[src/rtl/instruction_prefetch_if.sv]
// Prefetch-unit bus: fetch control, imem port and decode-side valid/ready handshake.
// Head outputs come straight from registers; imem_data is combinational from imem_addr.
interface instruction_prefetch_if #(
    parameter int WIDTH = 8,
    parameter int DEPTH = 2
);
    logic                     fetch_enable;
    logic                     redirect;
    logic [WIDTH-1:0]         redirect_pc;
    logic [WIDTH-1:0]         imem_addr;
    logic [WIDTH-1:0]         imem_data;
    logic [WIDTH-1:0]         instr_out;
    logic [WIDTH-1:0]         instr_pc;
    logic                     instr_valid;
    logic                     instr_ready;
    logic [$clog2(DEPTH):0]   occupancy;

    modport master (
        input  fetch_enable, redirect, redirect_pc, imem_data, instr_ready,
        output imem_addr, instr_out, instr_pc, instr_valid, occupancy
    );

    modport slave (
        output fetch_enable, redirect, redirect_pc, imem_data, instr_ready,
        input  imem_addr, instr_out, instr_pc, instr_valid, occupancy
    );
endinterface

[src/rtl/instruction_prefetch.sv]
// Instruction prefetch queue: one-clock fetch latency, DEPTH-entry FIFO of {instr, pc}.
// A full queue stalls the PC unless the head pops in the same cycle; redirect flushes everything.
module instruction_prefetch #(
    parameter int WIDTH   = 8,
    parameter int DEPTH   = 2,
    parameter int PCSTEP  = 1,
    parameter int RESETPC = 0
) (
    input  logic                  clock,
    input  logic                  reset,
    instruction_prefetch_if.master bus
);
    localparam int AW = $clog2(DEPTH);
    localparam int CW = AW + 1;

    typedef enum logic [1:0] {BOOT, RUN, HOLD} state_t;

    state_t           state;
    state_t           state_nxt;
    logic [WIDTH-1:0] pc;
    logic [AW-1:0]    rd_ptr;
    logic [AW-1:0]    wr_ptr;
    logic [CW-1:0]    count;
    logic             push;
    logic             pop;

    logic [WIDTH-1:0] ins_q [DEPTH];
    logic [WIDTH-1:0] pc_q  [DEPTH];

    always_ff @(posedge clock or negedge reset) begin
        if (!reset) state <= BOOT;
        else        state <= state_nxt;
    end

    always_comb begin
        state_nxt = state;
        pop       = 1'b0;
        push      = 1'b0;
        case (state)
            BOOT:    state_nxt = bus.fetch_enable ? RUN : HOLD;
            RUN:     if (!bus.fetch_enable) state_nxt = HOLD;
            HOLD:    if (bus.fetch_enable)  state_nxt = RUN;
            default: state_nxt = BOOT;
        endcase
        pop  = (count != '0) && bus.instr_ready && !bus.redirect;
        // A pop frees the slot, so a full queue can still accept this cycle's fetch.
        push = (state == RUN) && bus.fetch_enable && !bus.redirect &&
               ((count < CW'(DEPTH)) || pop);
    end

    always_ff @(posedge clock or negedge reset) begin
        if (!reset) begin
            pc     <= WIDTH'(RESETPC);
            rd_ptr <= '0;
            wr_ptr <= '0;
            count  <= '0;
        end else if (bus.redirect) begin
            pc     <= bus.redirect_pc;
            rd_ptr <= '0;
            wr_ptr <= '0;
            count  <= '0;
        end else begin
            if (push) begin
                pc     <= pc + WIDTH'(PCSTEP);
                wr_ptr <= wr_ptr + AW'(1);
            end
            if (pop) rd_ptr <= rd_ptr + AW'(1);
            case ({push, pop})
                2'b10:   count <= count + CW'(1);
                2'b01:   count <= count - CW'(1);
                default: count <= count;
            endcase
        end
    end

    always_ff @(posedge clock) begin
        if (push) begin
            ins_q[wr_ptr] <= bus.imem_data;
            pc_q[wr_ptr]  <= pc;
        end
    end

    assign bus.imem_addr   = pc;
    assign bus.instr_out   = ins_q[rd_ptr];
    assign bus.instr_pc    = pc_q[rd_ptr];
    assign bus.instr_valid = (count != '0);
    assign bus.occupancy   = count;
endmodule

[src/flat_wrapper.sv]
// flat-port wrapper written by rule: the top's interface ports become plain ports
module instruction_prefetch_flat 
#(
    parameter int WIDTH   = 8,
    parameter int DEPTH   = 2,
    parameter int PCSTEP  = 1,
    parameter int RESETPC = 0
)
  (clock, reset, bus_fetch_enable, bus_redirect, bus_redirect_pc, bus_imem_data, bus_instr_ready, bus_imem_addr, bus_instr_out, bus_instr_pc, bus_instr_valid, bus_occupancy);
  instruction_prefetch_if #(.WIDTH(WIDTH), .DEPTH(DEPTH)) bus_i ();
  input  logic clock;
  input  logic reset;
  input wire logic [$bits(bus_i.fetch_enable)-1:0] bus_fetch_enable;
  input wire logic [$bits(bus_i.redirect)-1:0] bus_redirect;
  input wire logic [$bits(bus_i.redirect_pc)-1:0] bus_redirect_pc;
  input wire logic [$bits(bus_i.imem_data)-1:0] bus_imem_data;
  input wire logic [$bits(bus_i.instr_ready)-1:0] bus_instr_ready;
  output wire logic [$bits(bus_i.imem_addr)-1:0] bus_imem_addr;
  output wire logic [$bits(bus_i.instr_out)-1:0] bus_instr_out;
  output wire logic [$bits(bus_i.instr_pc)-1:0] bus_instr_pc;
  output wire logic [$bits(bus_i.instr_valid)-1:0] bus_instr_valid;
  output wire logic [$bits(bus_i.occupancy)-1:0] bus_occupancy;
  assign bus_i.fetch_enable = bus_fetch_enable;
  assign bus_i.redirect = bus_redirect;
  assign bus_i.redirect_pc = bus_redirect_pc;
  assign bus_i.imem_data = bus_imem_data;
  assign bus_i.instr_ready = bus_instr_ready;
  assign bus_imem_addr = bus_i.imem_addr;
  assign bus_instr_out = bus_i.instr_out;
  assign bus_instr_pc = bus_i.instr_pc;
  assign bus_instr_valid = bus_i.instr_valid;
  assign bus_occupancy = bus_i.occupancy;
  instruction_prefetch #(.WIDTH(WIDTH), .DEPTH(DEPTH), .PCSTEP(PCSTEP), .RESETPC(RESETPC)) u_core (.clock(clock), .reset(reset), .bus(bus_i));
endmodule
[config.mk]
export PLATFORM = sky130hd
export DESIGN_NAME = instruction_prefetch_flat
export DESIGN_NICKNAME = d
export VERILOG_FILES = /design/src/rtl/instruction_prefetch_if.sv /design/src/rtl/instruction_prefetch.sv /design/src/flat_wrapper.sv
export SDC_FILE = /design/constraint.sdc
export NUM_CORES = 1
export LEC_CHECK = 0
export ABC_AREA = 1
export CORE_MARGIN = 2
export CORE_UTILIZATION = 30
export CTS_CLUSTER_SIZE = 25
export DETAILED_ROUTE_END_ITERATION = 6
export PLACE_DENSITY_LB_ADDON = 0.25
export SLEW_MARGIN = 30
export SYNTH_ARGS = -nofsm -noshare
export SYNTH_HDL_FRONTEND = slang
export SYNTH_SLANG_ARGS = --single-unit
[constraint.sdc]
create_clock -name clock -period 2.3 [get_ports clock]
set_clock_uncertainty 0.2 [all_clocks]
set_input_delay 0.23 -clock clock [delete_from_list [all_inputs] [get_ports clock]]
set_output_delay 0.23 -clock clock [all_outputs]
set_load 0.05 [all_outputs]
### Word level (Yosys, flattened, before mapping)

Memory sizes are Yosys's and may differ from the RTL's.
Index checks and enable logic that the tools add are counted.

* add/sub/neg operators: 5
* magnitude comparators: 1
* eq/ne operators: 6
* mux-type cells: 14
* reductions and logical operators: 13

Operator list (number)
* $mux 8: 2
* $add 8x1->8 const B: 1
* $mux 2: 4
* $mux 1: 6
* $pmux 2 s3: 1
* $reduce_bool 2->1: 3
* $logic_and 1x1->1: 5
* $eq 2x1->1 const B: 2
* $eq 2x2->1 const B: 2
* $ne 2x2->1 const B: 2
* $pmux 2 s2: 1
* $reduce_bool 3->1: 1
* $add 1x1->1 const B: 2
* $add 2x1->2 const B: 1
* $logic_not 2->1: 1
* $lt 2x2->1 const B: 1
* $reduce_and 2->1: 1
* $sub 2x1->2 const B: 1
* $logic_not 1->1: 1
* $logic_or 1x1->1: 1

* register bits after elaboration: 14
* bits in writable memories: 32
* bits of input ports: 21
* output and inout port bits: 27
* word-level logic and storage cells: 46
* memories kept: 2

Memory list
* u_core.ins_q: words 2, bits a word 8, read ports 1, clocked after memory_dff 0, wr ports 1, RTL line instruction_prefetch.sv:27 `logic [WIDTH-1:0] ins_q [DEPTH];`
* u_core.pc_q: words 2, bits a word 8, read ports 1, clocked after memory_dff 0, wr ports 1, RTL line instruction_prefetch.sv:28 `logic [WIDTH-1:0] pc_q [DEPTH];`

### Depth between registers and ports, before layout

Gate-level depths: netlist (run 1).

* word-level depth: 8
* gate-level depth with buffers: 9
* gate-level depth less buffers: 8

### Worst setup path before layout (run 1)

No wires, ideal clock.

* path type: register -> register
* start: register u_core.count[1], in the netlist u_core.bus.occupancy[1]
* end: memory u_core.ins_q[1][0] (enable)
* arrival time: 2.178 ns
* setup slack: -0.466 ns
* stages on the path, launching flop included: 8
* buffers on the path: 1
* clock period less this slack: 2.766 ns
* cell sequence: dfrtp_1 inv_1 nand2_2 nand3_2 nand2_1 nand2_2 buf_6 nor2_1

* word-level cells in the longest chain between the ends: 7
* elaborated cells on any way between the ends: 8
* classes of those cells: order compare: 1; mux: 2; reduce/logical: 5

RTL lines
* start, declared: RTL line instruction_prefetch.sv:23 `logic [CW-1:0] count;`
* start signal, assigned: RTL line instruction_prefetch.sv:69 `2'b10: count <= count + CW'(1);`
* start signal, assigned: RTL line instruction_prefetch.sv:70 `2'b01: count <= count - CW'(1);`
* start signal, assigned: RTL line instruction_prefetch.sv:71 `default: count <= count;`
* $reduce_bool 2->1
* net bus_instr_valid: RTL line flat_wrapper.sv:21 `output wire logic [$bits(bus_i.instr_valid)-1:0] bus_instr_valid;`
* $logic_and 1x1->1 (2 in series): RTL line instruction_prefetch.sv:45 `pop = (count != '0) && bus.instr_ready && !bus.redirect;`
* $logic_or 1x1->1: RTL line instruction_prefetch.sv:48 `((count < CW'(DEPTH)) || pop);`
* $logic_and 1x1->1: RTL line instruction_prefetch.sv:47 `push = (state == RUN) && bus.fetch_enable && !bus.redirect &&`
* $mux 1: RTL line instruction_prefetch.sv:77 `if (push) begin`
* $mux 1 (implied by the code): RTL line instruction_prefetch.sv:78 `ins_q[wr_ptr] <= bus.imem_data;`
* end, declared: RTL line instruction_prefetch.sv:27

The timed path passes the listed nets, and every way through them passes these cells.

### Worst setup path in the final report (run 1)

* start: register u_core.count[0], in the netlist u_core.bus.occupancy[0]
* end: output bus_instr_valid

* word-level cells in the longest chain between the ends: 1

RTL lines
* $reduce_bool 2->1: RTL line instruction_prefetch.sv:86 `assign bus.instr_valid = (count != '0);`
* end, declared: RTL line flat_wrapper.sv:21

No other way between the ends.

==> results.json, run 1 <==
{
  "syn_avg_cell_area_um2": 9.73,
  "post_cts_resized": 0,
  "start_util_pct": 30.4,
  "maxSlewViolCount": 0,
  "num_vias": 1498,
  "synth_top_area_share_pct": 47.2,
  "power_leakage_nw": 1.19,
  "drtAntennaViolNets": 0,
  "crit_type": "flip-flop to output pin",
  "critPathMaxFanout": 5,
  "clock-sinks": 46,
  "synth_area_leader_cell": "edfxtp_1",
  "cts_tree": "done",
  "port_buffers": 47,
  "worstHoldPathType": "input pin to async pin",
  "max_freq_mhz": 463,
  "ys.warnings.count": 0,
  "min_period_ns": 2.16,
  "grt_overflow": 0,
  "reg2reg_slack_ns": 0.67,
  "cts_max_path_buffers": 2,
  "setup_tns_ns": 0,
  "row_count": 30,
  "hpwl_um": 2850,
  "cts_buffers": 5,
  "cts.clk_slew.worst_paths_ns": 0.09,
  "routed_wl_um": 4140,
  "worstSetupStartpointType": "flip-flop",
  "worstMarginPinSlew_ns": 0.668,
  "critPathArrivalTime_ns": 1.73,
  "drc": 0,
  "post_cts_buffers": 0,
  "finalHoldViolCount": 0,
  "antenna_found_initial": 0,
  "post_drt_wl_per_cell_um": 12.1,
  "drv_cap": 0,
  "cts-root-buf": "clkbuf_8",
  "grt_first_pass_wirelength_um": 6900,
  "dr.pass1.iters": 4,
  "cp-end-kind": "output pin",
  "setup-violations-final": 0,
  "area_delta_synth_final_pct": 35.2,
  "synth_cell_type_count": 25,
  "seqPwrFrac_pct": 39.8,
  "synth_fp_nets": 231,
  "cts_hold_buf": 0,
  "dieArea_um2": 7460,
  "synth.cell_area_um2": 2030,
  "clock_power_share_pct": 27.8,
  "fin_util_pct": 41.2,
  "ios": 48,
  "p_sw_share_pct": 35.7,
  "slew_headroom_pct": 55.4,
  "antenna_cells": 0,
  "ys_top_cells_by_area": "edfxtp_1, dfrtp_1, nand2_1",
  "htreeDepth": 2,
  "timing.rr.start": "u_core.bus.occupancy[0]$_DFFE_PN0P_",
  "intPower_mw": 1.64,
  "nets": 284,
  "clock_latency_ns": 0.30,
  "core_area_um2": 6680,
  "syn_inst": 209,
  "setup_ws_ns": 0.142,
  "startpoint": "u_core.bus.occupancy[0]$_DFFE_PN0P_",
  "dpl_worst_slack_ns": 0.340,
  "power_switching_mw": 0.913,
  "drive_gt1_share_pct": 16.0,
  "synth_seq_cells": 46,
  "dieWidth_um": 86.4,
  "ir_drop_uv": 503,
  "p_comb_share_pct": 32.5,
  "power_density_nw_per_um2": 930,
  "grt_usage_pct": 11.9,
  "rsz0062_at_grt": "no",
  "via_per_inst": 4.37,
  "met3_length_um": 198,
  "grt_pass1_vias": 1464,
  "hold_ws_ns": 0.133,
  "globalplace.congestion": 0.800,
  "route.met2.wl_um": 1980,
  "wl_met1_um": 1920,
  "period_share_pct": 93.8,
  "crit_required_ns": 1.87,
  "drt_iter0_drc": 57,
  "top_layer_used": "met4",
  "die_h_um": 86.4,
  "outcome": "complete, no violations",
  "grt_max_degree": 18,
  "ys_seq_area_share_pct": 64.5
}
[logic make-up after synthesis]
logic type,count (synthesis),synth area share (%)
flip-flops,46,64.5
AND/OR/NAND/NOR,132,27.5
adder cells (fa/ha/maj),1,0.615
AO/OA/AOI/OAI,4,1.29
XOR/XNOR,3,1.29
buffers and inverters,23,4.86
[area by class of cell]
cell class / instances / area, um^2
multi-input cells: 140 / 639
well taps: 80 / 100
repair buffers: 53 / 500
clock inverters: 3 / 68.8
fillers: 690 / 3930
flip-flops and latches: 46 / 1310
inverters: 16 / 60.1
clock buffers: 5 / 68.8
[cells in the final DEF, fill, tap and decap left out, types with 2 or more instances in the layout]
| master | n |
|---|---|
| dfrtp_1 | 13 |
| nand3_1 | 23 |
| nor2_1 | 5 |
| nand4_1 | 2 |
| bufinv_16 | 2 |
| inv_2 | 2 |
| nor3_1 | 2 |
| nor2_4 | 2 |
| clkbuf_8 | 5 |
| xor2_1 | 2 |
| clkdlybuf4s50_1 | 31 |
| buf_4 | 20 |
| edfxtp_1 | 32 |
| a21oi_1 | 2 |
| inv_1 | 13 |
| buf_12 | 2 |
| nand2_2 | 3 |
| nand2_1 | 91 |
[sequential cells by signal, summed over array words and instances (netlist names)]
signal                count
u_core.ins_q             16
u_core.wr_ptr             1
u_core.bus.occupancy      2
u_core.pc_q              16
u_core.state              2
u_core.bus.imem_addr      8
u_core.rd_ptr             1
[power by group through the flow]
stage	Clock [mW]	Sequential [mW]	Combinational, mW
floorplan	0	1.12	0.470
global placement	0	1.04	0.835
detailed placement	0	1.04	0.839
CTS	0.731	1.02	0.841
global route	0.759	1.03	0.893
finish	0.710	1.02	0.830
[routing by layer]
| layer | track usage [%] | vias to the layer above |
|---|---|---|
| met2 | 19.7 | 41 |
| met1 | 15.4 | 673 |
| met5 | 0 | - |
| met4 | 2.98 | 0 |
| li1 | - | 780 |
| met3 | 3.62 | 4 |
[critical path: stages (launching register included)]
cell and delay (ns):
dfrtp_1 0.44, inv_1 0.09, nand2_2 0.09, clkdlybuf4s50_1 0.81
[Yosys cell counts]
cell type,number
edfxtp_1,32
nor2_2,1
nand3b_1,1
nand2_4,1
dfrtp_1,14
clkinv_1,1
nor3_1,2
ha_1,1
buf_1,1
nand3_2,1
xor2_1,2
buf_6,1
nand2_1,91
xnor2_1,1
a21oi_1,2
nand3_1,23
clkbuf_1,1
nand4_1,2
inv_1,13
nor2_1,7
buf_2,4
a21boi_0,1
nand2_2,3
o21ai_2,1
inv_2,2
[through the flow]
stage | area (um^2) | total power, mW | cells
2_1_floorplan | 2050 | 1.59 | 209
3_3_place_gp | 2610 | 1.87 | 335
3_5_place_dp | 2610 | 1.88 | 335
4_1_cts | 2750 | 2.59 | 343
5_1_grt | 2750 | 2.68 | 343
6_report | 2750 | 2.56 | 343
[worst paths after layout]
path | endpoint | cells after the start
worst max register to register | u_core.ins_q[1][6]$_DFFE_PP_ | 7
worst max-delay path | bus_instr_valid | 3
max in group asynchronous | u_core.bus.occupancy[1]$_DFFE_PN0P_ | 1
min in group clock | u_core.state[1]$_DFFE_PN0P_ | 1
worst min-delay path | u_core.bus.imem_addr[2]$_DFFE_PN0P_ | 1
worst min register to register | u_core.state[1]$_DFFE_PN0P_ | 1
Note: power is estimated with default switching activity, not from simulation.
==> inputs of run 2 (changes only) <==
- PLACE_DENSITY_LB_ADDON: 0.25 -> 0.12
- clock period: 2.3 -> 2.2 ns (I/O delays scaled with it)
==> run 2 against run 1 <==
- count of clock-buffer cells in the layout is the same
- sequential share of layout area rose by 0.55 points
- core utilization fell by 0.43 points
- worst hold slack got worse by 0.090 ns
- via count up 1.5%
- global-route usage is 0.073 points higher
- largest cell class unchanged
- largest power group unchanged
==> results.json, run 2 (synthesized netlist as in run 1, its figures left out) <==
{
  "min_period_ns": 2.12,
  "antenna_found_initial": 0,
  "post_cts_resized": 0,
  "drt_iter0_drc": 68,
  "fin_util_pct": 40.7,
  "ios": 48,
  "cp_top_family": "buffers and inverters",
  "rsz0062_at_grt": "no",
  "crit_type": "flip-flop to output pin",
  "dieArea_um2": 7460,
  "grt_pass1_vias": 1431,
  "slew_headroom_pct": 65.5,
  "p_total_mw": 2.46,
  "worstMarginPinSlew_ns": 0.514,
  "start_util_pct": 30.4,
  "post_cts_buffers": 0,
  "critPathSlowestCell": "clkdlybuf4s50_1",
  "setup_tns_ns": 0,
  "clock_latency_ns": 0.29,
  "critPathMaxFanout": 9,
  "setup-violations-final": 0,
  "grt_usage_pct": 12.0,
  "post_drt_wl_per_cell_um": 12.5,
  "drc": 0,
  "worstHoldPathType": "input pin to async pin",
  "crit_required_ns": 1.78,
  "cp.depth": 1,
  "grt_first_pass_wirelength_um": 6880,
  "cp-end-kind": "output pin",
  "outcome": "complete, no violations",
  "cts_hold_buf": 0,
  "finalHoldViolCount": 0,
  "final_common_cell": "nand2_1",
  "cts_tree": "done",
  "drive_gt1_share_pct": 17.0,
  "core_area_um2": 6680,
  "grt_overflow": 0,
  "startpoint": "u_core.bus.imem_addr[4]$_DFFE_PN0P_",
  "area_delta_synth_final_pct": 33.8,
  "htreeDepth": 2,
  "drv_cap": 0,
  "worstSetupStartpointType": "flip-flop",
  "critPathArrivalTime_ns": 1.70,
  "final_area_um2": 2720,
  "cts.clk_slew.worst_paths_ns": 0.09,
  "cp.buffers_inverters": 1,
  "globalplace.congestion": 0.737,
  "timing.rr.start": "u_core.bus.occupancy[1]$_DFFE_PN0P_",
  "maxSlewViolCount": 0,
  "power_leakage_nw": 1.17,
  "row_count": 30,
  "via_per_inst": 4.41,
  "antenna_cells": 0,
  "ir_drop_uv": 245,
  "period_share_pct": 96.3,
  "crit_chain": "clkdlybuf4s50_1",
  "max_stage_delay_ns": 0.87,
  "hpwl_um": 2980,
  "final_cell_mix": "nand2_1, edfxtp_1, clkdlybuf4s50_1",
  "max_freq_mhz": 472,
  "grt_max_degree": 18,
  "die_h_um": 86.4,
  "cts_max_path_buffers": 2,
  "reg2regPathDepth": 7,
  "dieWidth_um": 86.4,
  "cts-root-buf": "clkbuf_8",
  "place_area_um2": 2630,
  "drtAntennaViolNets": 0,
  "cts_buffers": 5,
  "port_buffers": 47,
  "nets": 286,
  "dr.pass1.iters": 5,
  "num_vias": 1521,
  "routed_wl_um": 4330,
  "clock-sinks": 46,
  "power_density_nw_per_um2": 902
}
-- run 2: cell count changes in the layout (fill, tap and decap cells not counted), sizes merged --
cell,change
buf,+2
bufinv,-2
clkinv,-1
clkinvlp,+2
inv,+1
-- run 2: final timing paths --
| kind | to | slack (ns) |
|---|---|---|
| setup / recovery | bus_imem_addr[4] | 0.08 |
| hold / removal | u_core.bus.imem_addr[1]$_DFFE_PN0P_ | 0.04 |
| setup reg to reg | u_core.ins_q[0][6]$_DFFE_PP_ | 0.54 |
| hold reg to reg | u_core.state[1]$_DFFE_PN0P_ | 0.27 |
| max in group asynchronous | u_core.bus.occupancy[1]$_DFFE_PN0P_ | 1.55 |
| min in group clock | u_core.state[1]$_DFFE_PN0P_ | 0.27 |
-- run 2: power breakdown --
part | total (mW) | internal [mW] | switching, mW
combinational | 0.877 | 0.278 | 0.600
clock | 0.519 | 0.227 | 0.292
sequential | 1.06 | 0.992 | 0.0675
-- run 2: layout make-up --
type,count,area [um^2]
Sequential cell,46,1310
Inverter,16,60.1
Timing Repair Buffer,55,515
Multi-Input combinational cell,140,639
Tap cell,80,100
Clock inverter,3,23.8
Fill cell,700,3960
Clock buffer,5,68.8
-- run 2: stage by stage --
stage	cells	worst slack (ns)	hold WS, ns
floorplan	209	0.0541	-0.276
global placement	337	0.240	0.253
detailed placement	337	0.204	0.264
CTS	345	0.0671	0.0434
global route	345	0.0121	0.0461
finish	345	0.0821	0.0436
-- run 2: metal layers --
layer / GRT usage, % / vias to the layer above / part of all wire (%)
met4: 3.41 / 0 / 0.92
met3: 2.95 / 5 / 4.5
met1: 15.2 / 693 / 45
met2: 20.4 / 33 / 49
met5: 0 / - / 0
li1: - / 790 / -
==> inputs of run 3 (changes only) <==
- CORE_UTILIZATION: 30 -> 49
==> run 3 against run 2 <==
- non-clock buffer count is the same
- setup slack lost 0.020 ns
- final area shrank 1.4%
- combinational power grew 0.9%
- maximum frequency shrank 0.95%
- total power grew 0.33%
- via count grew 1.6%
- critical path type unchanged
- critical endpoint unchanged
==> results.json, run 3 (synthesized netlist as in run 1, its figures left out) <==
{
  "nets": 286,
  "dpl_worst_slack_ns": 0.310,
  "timing.rr.start": "u_core.bus.occupancy[1]$_DFFE_PN0P_",
  "cts_max_path_buffers": 2,
  "drt_iter0_drc": 115,
  "die_h_um": 68.4,
  "hpwl_um": 2660,
  "place_area_um2": 2590,
  "critPathMaxFanout": 9,
  "final_common_cell": "nand2_1",
  "crit_required_ns": 1.78,
  "cts.clk_slew.worst_paths_ns": 0.09,
  "setup-violations-final": 0,
  "cts_hold_buf": 0,
  "setup_tns_ns": 0,
  "routed_wl_um": 3800,
  "start_util_pct": 50.9,
  "cts_tree": "done",
  "post_cts_buffers": 0,
  "fill_cells": 329,
  "cts-root-buf": "clkbuf_8",
  "clock-sinks": 46,
  "drive_gt1_share_pct": 17.0,
  "grt_first_pass_wirelength_um": 6380,
  "globalplace.congestion": 0.898,
  "area_delta_synth_final_pct": 31.9,
  "drv_cap": 0,
  "period_share_pct": 97.2,
  "dr.pass1.iters": 4,
  "ir_drop_uv": 859,
  "clock_latency_ns": 0.31,
  "slew_headroom_pct": 55.3,
  "cp-end-kind": "output pin",
  "p_total_mw": 2.46,
  "maxSlewViolCount": 0,
  "ios": 48,
  "min_period_ns": 2.14,
  "r2r_end": "u_core.bus.imem_addr[7]$_DFFE_PN0P_",
  "finalHoldViolCount": 0,
  "reg2regPathDepth": 9,
  "cp_top_family": "buffers and inverters",
  "max_stage_delay_ns": 0.87,
  "setup_ws_ns": 0.0619,
  "drtAntennaViolNets": 0,
  "grt_usage_pct": 18.9,
  "antenna_cells": 0,
  "post_cts_resized": 0,
  "antenna_found_initial": 0,
  "crit_chain": "clkdlybuf4s50_1",
  "max_freq_mhz": 468,
  "critPathSlowestCell": "clkdlybuf4s50_1",
  "final_area_um2": 2680,
  "dieWidth_um": 68.4,
  "critPathArrivalTime_ns": 1.72,
  "worstSetupStartpointType": "flip-flop",
  "core_area_um2": 4000,
  "power_leakage_nw": 1.17,
  "crit_type": "flip-flop to output pin",
  "worstHoldPathType": "input pin to async pin",
  "port_buffers": 47,
  "reg2reg_slack_ns": 0.54,
  "grt_pass1_vias": 1492,
  "hold_ws_ns": 0.112,
  "via_per_inst": 4.91,
  "outcome": "complete, no violations",
  "worstMarginPinSlew_ns": 0.668,
  "grt_overflow": 0,
  "post_drt_wl_per_cell_um": 12.1,
  "grt_max_degree": 18,
  "multi_input_comb_area_um2": 639,
  "cp.buffers_inverters": 1,
  "cts_buffers": 5,
  "regArea_um2": 1310,
  "rsz0062_at_grt": "no",
  "drc": 0,
  "num_vias": 1546,
  "power_density_nw_per_um2": 918,
  "row_count": 23,
  "dieArea_um2": 4680,
  "final_cell_mix": "nand2_1, edfxtp_1, clkdlybuf4s50_1",
  "htreeDepth": 2
}
==> run 3: cell counts in the layout (fill, tap and decap cells not counted) <==
No cell type changed its count.
==> run 3: routing by layer <==
metal / share of wire [%] / GRT usage [%] / vias up
li1: - / - / 793
met1: 41 / 21.6 / 695
met2: 50 / 33.2 / 51
met3: 7.4 / 4.61 / 7
met4: 2.2 / 8.75 / 0
met5: 0 / 0 / -
==> run 3: through the flow <==
step / std cells / utilization (%)
global placement: 307 / 64.8
global route: 315 / 67.1
detailed placement: 307 / 64.8
finish: 315 / 67.1
floorplan: 209 / -
CTS: 315 / 67.1
==> run 3: final cells by class <==
type                    count  area share [%]
clock inverters             3           0.886
flip-flops and latches     46            49.0
inverters                  16            2.24
well taps                  50            2.33
repair buffers             55            19.2
multi-input cells         140            23.8
clock buffers               5            2.56
==> run 3: worst max path at each step <==
stage                                         from                      endpoint  slack, ns  cells past startpoint
2_1_floorplan  u_core.bus.occupancy[1]$_DFFE_PN0P_  u_core.ins_q[1][0]$_DFFE_PP_       0.05                      7
3_3_place_gp                          bus_redirect  u_core.ins_q[1][5]$_DFFE_PP_       0.33                      7
3_5_place_dp                          bus_redirect  u_core.ins_q[0][5]$_DFFE_PP_       0.31                      7
4_1_cts        u_core.bus.occupancy[1]$_DFFE_PN0P_               bus_instr_valid       0.07                      3
5_1_grt        u_core.bus.imem_addr[4]$_DFFE_PN0P_              bus_imem_addr[4]       0.03                      1
6_report       u_core.bus.imem_addr[4]$_DFFE_PN0P_              bus_imem_addr[4]       0.06                      1
==> run 3: power by group <==
| group | switching (mW) | total (mW) | internal (mW) |
|---|---|---|---|
| Combinational | 0.606 | 0.885 | 0.279 |
| Clock | 0.297 | 0.524 | 0.227 |
| Sequential | 0.0622 | 1.05 | 0.992 |
| Total | 0.965 | 2.46 | 1.50 |
